[src/rtl/branch_predictor.sv]
// Tagless bimodal branch predictor: a table of 2-bit saturating counters indexed by PC,
// plus saturating counts of resolved branches and mispredictions.
module branch_predictor #(
  parameter int         IDX_W    = 4,
  parameter logic [1:0] INIT_CTR = 2'b01
) (
  input  logic        CLK,
  input  logic        RSTn,
  input  logic        BranchD,
  input  logic [31:0] PCD,
  input  logic        StallD,
  input  logic        UpdateE,
  input  logic [31:0] PCE,
  input  logic        TakenE,
  input  logic        PredE,
  output logic        BranchPredict,
  output logic        MispredictE,
  output logic [15:0] BranchCount,
  output logic [15:0] MissCount
);

  localparam int ENTRIES = 1 << IDX_W;

  // No handshake: UpdateE is a single-cycle strobe accepted on every edge, one update per
  // cycle; BranchD/BranchPredict are purely combinational and need no acknowledge.
  logic [1:0]       r_bht [ENTRIES];
  logic [15:0]      r_branch_count;
  logic [15:0]      r_miss_count;

  logic [IDX_W-1:0] w_rd_idx;
  logic [IDX_W-1:0] w_wr_idx;
  logic [1:0]       w_ctr_cur;
  logic [1:0]       w_ctr_next;
  logic             w_unused;

  assign w_rd_idx = PCD[IDX_W+1:2];
  assign w_wr_idx = PCE[IDX_W+1:2];

  // Reads the registered table only, so a same-cycle update to this entry is not bypassed.
  assign BranchPredict = BranchD & r_bht[w_rd_idx][1];
  assign MispredictE   = UpdateE & (PredE ^ TakenE);
  assign BranchCount   = r_branch_count;
  assign MissCount     = r_miss_count;

  // StallD needs no action: holding PCD alone keeps the prediction stable.
  assign w_unused = ^{StallD, PCD[31:IDX_W+2], PCD[1:0], PCE[31:IDX_W+2], PCE[1:0]};

  assign w_ctr_cur = r_bht[w_wr_idx];

  always_comb begin
    w_ctr_next = w_ctr_cur;
    if (TakenE) begin
      if (w_ctr_cur != 2'b11) w_ctr_next = w_ctr_cur + 2'b01;
    end else begin
      if (w_ctr_cur != 2'b00) w_ctr_next = w_ctr_cur - 2'b01;
    end
  end

  always_ff @(posedge CLK) begin
    if (!RSTn) begin
      for (int i = 0; i < ENTRIES; i++) r_bht[i] <= INIT_CTR;
      r_branch_count <= 16'h0000;
      r_miss_count   <= 16'h0000;
    end else if (UpdateE) begin
      r_bht[w_wr_idx] <= w_ctr_next;
      if (r_branch_count != 16'hFFFF) r_branch_count <= r_branch_count + 16'h0001;
      if (MispredictE && (r_miss_count != 16'hFFFF)) r_miss_count <= r_miss_count + 16'h0001;
    end
  end

endmodule
[config.mk]
export PLATFORM = sky130hd
export DESIGN_NAME = branch_predictor
export DESIGN_NICKNAME = d
export VERILOG_FILES = /design/src/rtl/branch_predictor.sv
export SDC_FILE = /design/constraint.sdc
export NUM_CORES = 1
export LEC_CHECK = 0
export CAP_MARGIN = 10
export CELL_PAD_IN_SITES_DETAIL_PLACEMENT = 0
export CELL_PAD_IN_SITES_GLOBAL_PLACEMENT = 2
export CORE_MARGIN = 2
export CORE_UTILIZATION = 29
export CTS_BUF_LIST = sky130_fd_sc_hd__clkbuf_4 sky130_fd_sc_hd__clkbuf_8
export DETAILED_ROUTE_END_ITERATION = 8
export PLACE_DENSITY = 0.9
export SLEW_MARGIN = 10
export SYNTH_ARGS = -nofsm -noshare
export SYNTH_HDL_FRONTEND = slang
export SYNTH_SLANG_ARGS = --single-unit
[constraint.sdc]
create_clock -name CLK -period 2.3 [get_ports CLK]
set_input_delay 0.46 -clock CLK [delete_from_list [all_inputs] [get_ports CLK]]
set_output_delay 0.46 -clock CLK [all_outputs]
set_load 0.005 [all_outputs]
# Word level (Yosys, flattened, before mapping)
# Memory sizes are Yosys's and may differ from the RTL's.
# Cells that the tools add are included.
op_classes:
  n_mux: 10
  n_addsub: 4
  n_reduce_logical: 5
  bitwise: 3
  n_eq_ne: 3
ops:
  columns: ["op", "count"]
  rows:
  - ["16-bit by 1-bit adder with 16-bit output, second input constant", 2]
  - ["16-bit inequality test, second input constant", 2]
  - ["2-bit two-way mux", 4]
  - ["1-bit two-way mux", 5]
  - ["4-bit two-way mux", 1]
  - ["2-bit AND reduction", 2]
  - ["2-bit by 1-bit adder with 2-bit output, second input constant", 1]
  - ["1-bit bitwise AND", 2]
  - ["2-bit inequality test, second input constant", 1]
  - ["2-bit nonzero test", 1]
  - ["2-bit OR reduction", 1]
  - ["2-bit by 1-bit subtractor with 2-bit output, second input constant", 1]
  - ["1-bit logical AND", 1]
  - ["1-bit XOR", 1]
word_totals:
  mem_bits_rw: 32
  mem_count: 1
  reg_bits: 32
mem_list:
  columns: ["name", "depth", "width", "rd", "rd_clocked_by_memory_dff", "write_ports", "line", "source"]
  rows:
  - ["r_bht", 16, 2, 2, 0, 16, "26", "logic [1:0] r_bht [ENTRIES];"]

# Depth between registers and ports, before layout
depth:
  ltp_word: 5
  depth_mapped: 8
  depth_no_buf: 6

# Worst setup path before layout
# No wires, ideal clock.
synth_timing:
  path_kind: "in2reg"
  from: "input port PCE[2]"
  to: "memory r_bht[0][0] (data pin)"
  arrival_ps: 1884
  required_ps: 2013
  setup_ps: 287
  stages: 8
  setup_slack_ps: 129
  cell_sequence: "buf_6 > buf_6 > mux4_2 > nand3_1 > and3_1 > maj3_2 > buf_6 > nand3_1"
synth_rtl:
  columns: ["item", "line", "source"]
  rows:
  - ["start: declaration", "13", "input logic [31:0] PCE,"]
  - ["end: declaration", "26", null]

==> reports/qor.yml <==
outcome: "finished with violations"
violations: "negative setup slack"
synth_top_area_frac: 0.295
wl_met1_um: 3390
synthTopCellsByArea: "edfxtp_1 29%, dfxtp_1 20%, mux4_2 9.0%, nand2_1 5.2%, nor2_1 5.0%"
max_stage_delay_ns: 0.47
synth_edf_count: 32
area_growth_pct: 31.7
clk_pin_slew_ns: 0.07
fin_ws_ns: -0.104
fillCellCount: 1099
core-area_um2: 10900
synth_top_flop_cell: "edfxtp_1"
top_layer_used: "met4"
fin_util: 0.395
fmax_ghz: 0.416
synth-seq-area-share: 0.491
worstMarginPinSlew_ns: 0.527
wl_per_cell_um: 14.0
final_common_cell: "nand2_1"
postSynthAreaPerCell_um2: 10.1
final-hold-violation-count: 0
die_area_um2: 12100
synthSimpleGateAreaFrac: 0.248
syn_inst: 323
cp_num_buf_inv: 1
place_inst: 524
cts_tree: "built"
num_vias: 2702
num_antenna_cells: 0
die_h_um: 110
fin_skew_ns: 0.00682
cp.arrival_ns: 1.94
synth_top_family_by_area: "simple AND/OR/NAND/NOR gates"
ant_nets: 0
cpMaxStageDelayCell: "mux4_2"
hpwl_um: 5540
synth_fa_ha_area_frac: 0.0146
critical_path_class: "flip-flop to output port"
synth_area_leader_cell: "edfxtp_1"
grt_max_degree: 29
start_kind: "flip-flop"
max_slew_margin: 0.647
final_cell_mix: "45 x nand2_1, 43 x nor2_1, 42 x clkdlybuf4s50_1"
cts_sinks: 64
grt_use_total: 0.138
crit_chain: "mux4_2, mux4_2, and2_4, buf_6"
htree_levels: 3
fin_crit_sh: 1.05
wl_met3_um: 306
die_w_um: 110
grt_pass1_wl_um: 13000
end_kind: "output port"
place_congestion: 0.767
stdcell_count: 542
async_reset_ff_frac: 0
viasPerCell: 4.99
start_util: 0.299
power_density_nw_per_um2: 589
synth_compound_area_frac: 0.0629
clk_latency_ns: 0.34
io_pins: 105
synth_nets: 396
slew_viol_final: 0
fin_total_pwr_mw: 2.53
dr.pass1.iters: 4
cp_top_family: "multiplexers"
synthDistinctLibCells: 42
wl_um: 7600
drive_above_1_share: 0.162
crit_path_max_fanout: 2
p_leak_nw: 1.45
drt_iter0_markers: 71
crit_required_ns: 1.84
synthMuxAreaShare: 0.0990
clockBufferDepth: 2
nNetsFinal: 470
crit_top_cell: "mux4_2"
synth_warnings: 0
hold_class: "flip-flop to flip-flop"
grt-ovfl-total: 0
met2WireLength_um: 3800
io_buffers: 47
drv_cap: 0
cts_buffers: 9
synth-xor-area-share: 0.0537
ys_seq_elements: 64
rows: 38
setup_viol: 1
antenna_found_initial: 0
synth_area_um2: 3260
finalCriticalPeriod_ns: 2.40
clockRootBuffer: "clkbuf_8"
irDropWorstVdd_mv: 0.225
grt_pass1_vias: 2760
drc: 0
hold_ws_ns: 0.519
rsz0062_at_grt: "true"
==> worst paths after layout <==
check / startpoint / end / slack, ns / depth (start not counted)
max: r_bht[2][1]$_SDFFCE_PN0P_ / BranchPredict / -0.10 / 4
min: BranchCount[14]$_SDFFE_PN0P_ / BranchCount[14]$_SDFFE_PN0P_ / 0.52 / 2
max reg2reg: r_bht[2][1]$_SDFFCE_PN0P_ / r_bht[0][0]$_SDFFCE_PN1P_ / 0.25 / 6
min reg2reg: BranchCount[14]$_SDFFE_PN0P_ / BranchCount[14]$_SDFFE_PN0P_ / 0.52 / 2
==> through the flow <==
step                setup TNS, ns  instance area, um^2  worst slack [ns]
floorplan                       0                 3260             0.129
global placement           -15.83                 4060            -0.840
detailed placement         -15.08                 4060            -0.828
CTS                        -0.135                 4280            -0.135
global route               -0.191                 4300            -0.191
finish                     -0.104                 4300            -0.104
==> power breakdown <==
group,internal [mW],switching [mW]
Clock,0.599,0.429
Combinational,0.139,0.129
Sequential,1.22,0.0172
==> metal layers <==
layer | vias up | track usage
li1 | 1323 | -
met1 | 1305 | 0.167
met2 | 62 | 0.233
met3 | 12 | 0.0312
met4 | 0 | 0.0660
met5 | - | 0
==> state kept, by name, summed over array words and instances, names as in the netlist <==
signal and count:
BranchCount 16, r_bht 32, MissCount 16
==> cell type report <==
class	count	area, um^2	area share
clock buffers	9	124	0.0288
clock inverters	7	86.3	0.0201
inverters	5	18.8	0.00437
multi-input cells	240	1570	0.366
flip-flops and latches	64	1600	0.373
well taps	140	175	0.0408
repair buffers	77	719	0.167
==> logic make-up after synthesis <==
group,Yosys count
flops,64
buf+inv,19
fa+ha+maj,4
compound gates,32
simple gates,168
mux,16
xor+xnor,20
==> cell usage after synthesis (7+ instances only) <==
master / count
or3_1: 7
mux4_2: 13
xnor2_1: 15
and3_1: 8
nand3_1: 27
nand4_1: 8
edfxtp_1: 32
clkbuf_1: 9
o21ai_0: 7
nor2_1: 43
dfxtp_1: 32
nand2_1: 45
a21oi_1: 10
==> what timing repair did <==
action,4_1_cts,5_1_grt
hold buffers,0,0
setup buffers,2,0
setup endpoints to repair,34,2
gates resized for setup,10,3
pin swaps,2,1
==> worst reg2reg max path, stage by stage, from the launching register on <==
cell and delay [ns]:
edfxtp_1 0.43, mux4_2 0.48, a22oi_1 0.21, and3_1 0.22, maj3_2 0.22, buf_12 0.15, nand3_1 0.09
Note: power is estimated with default switching activity, not from simulation.
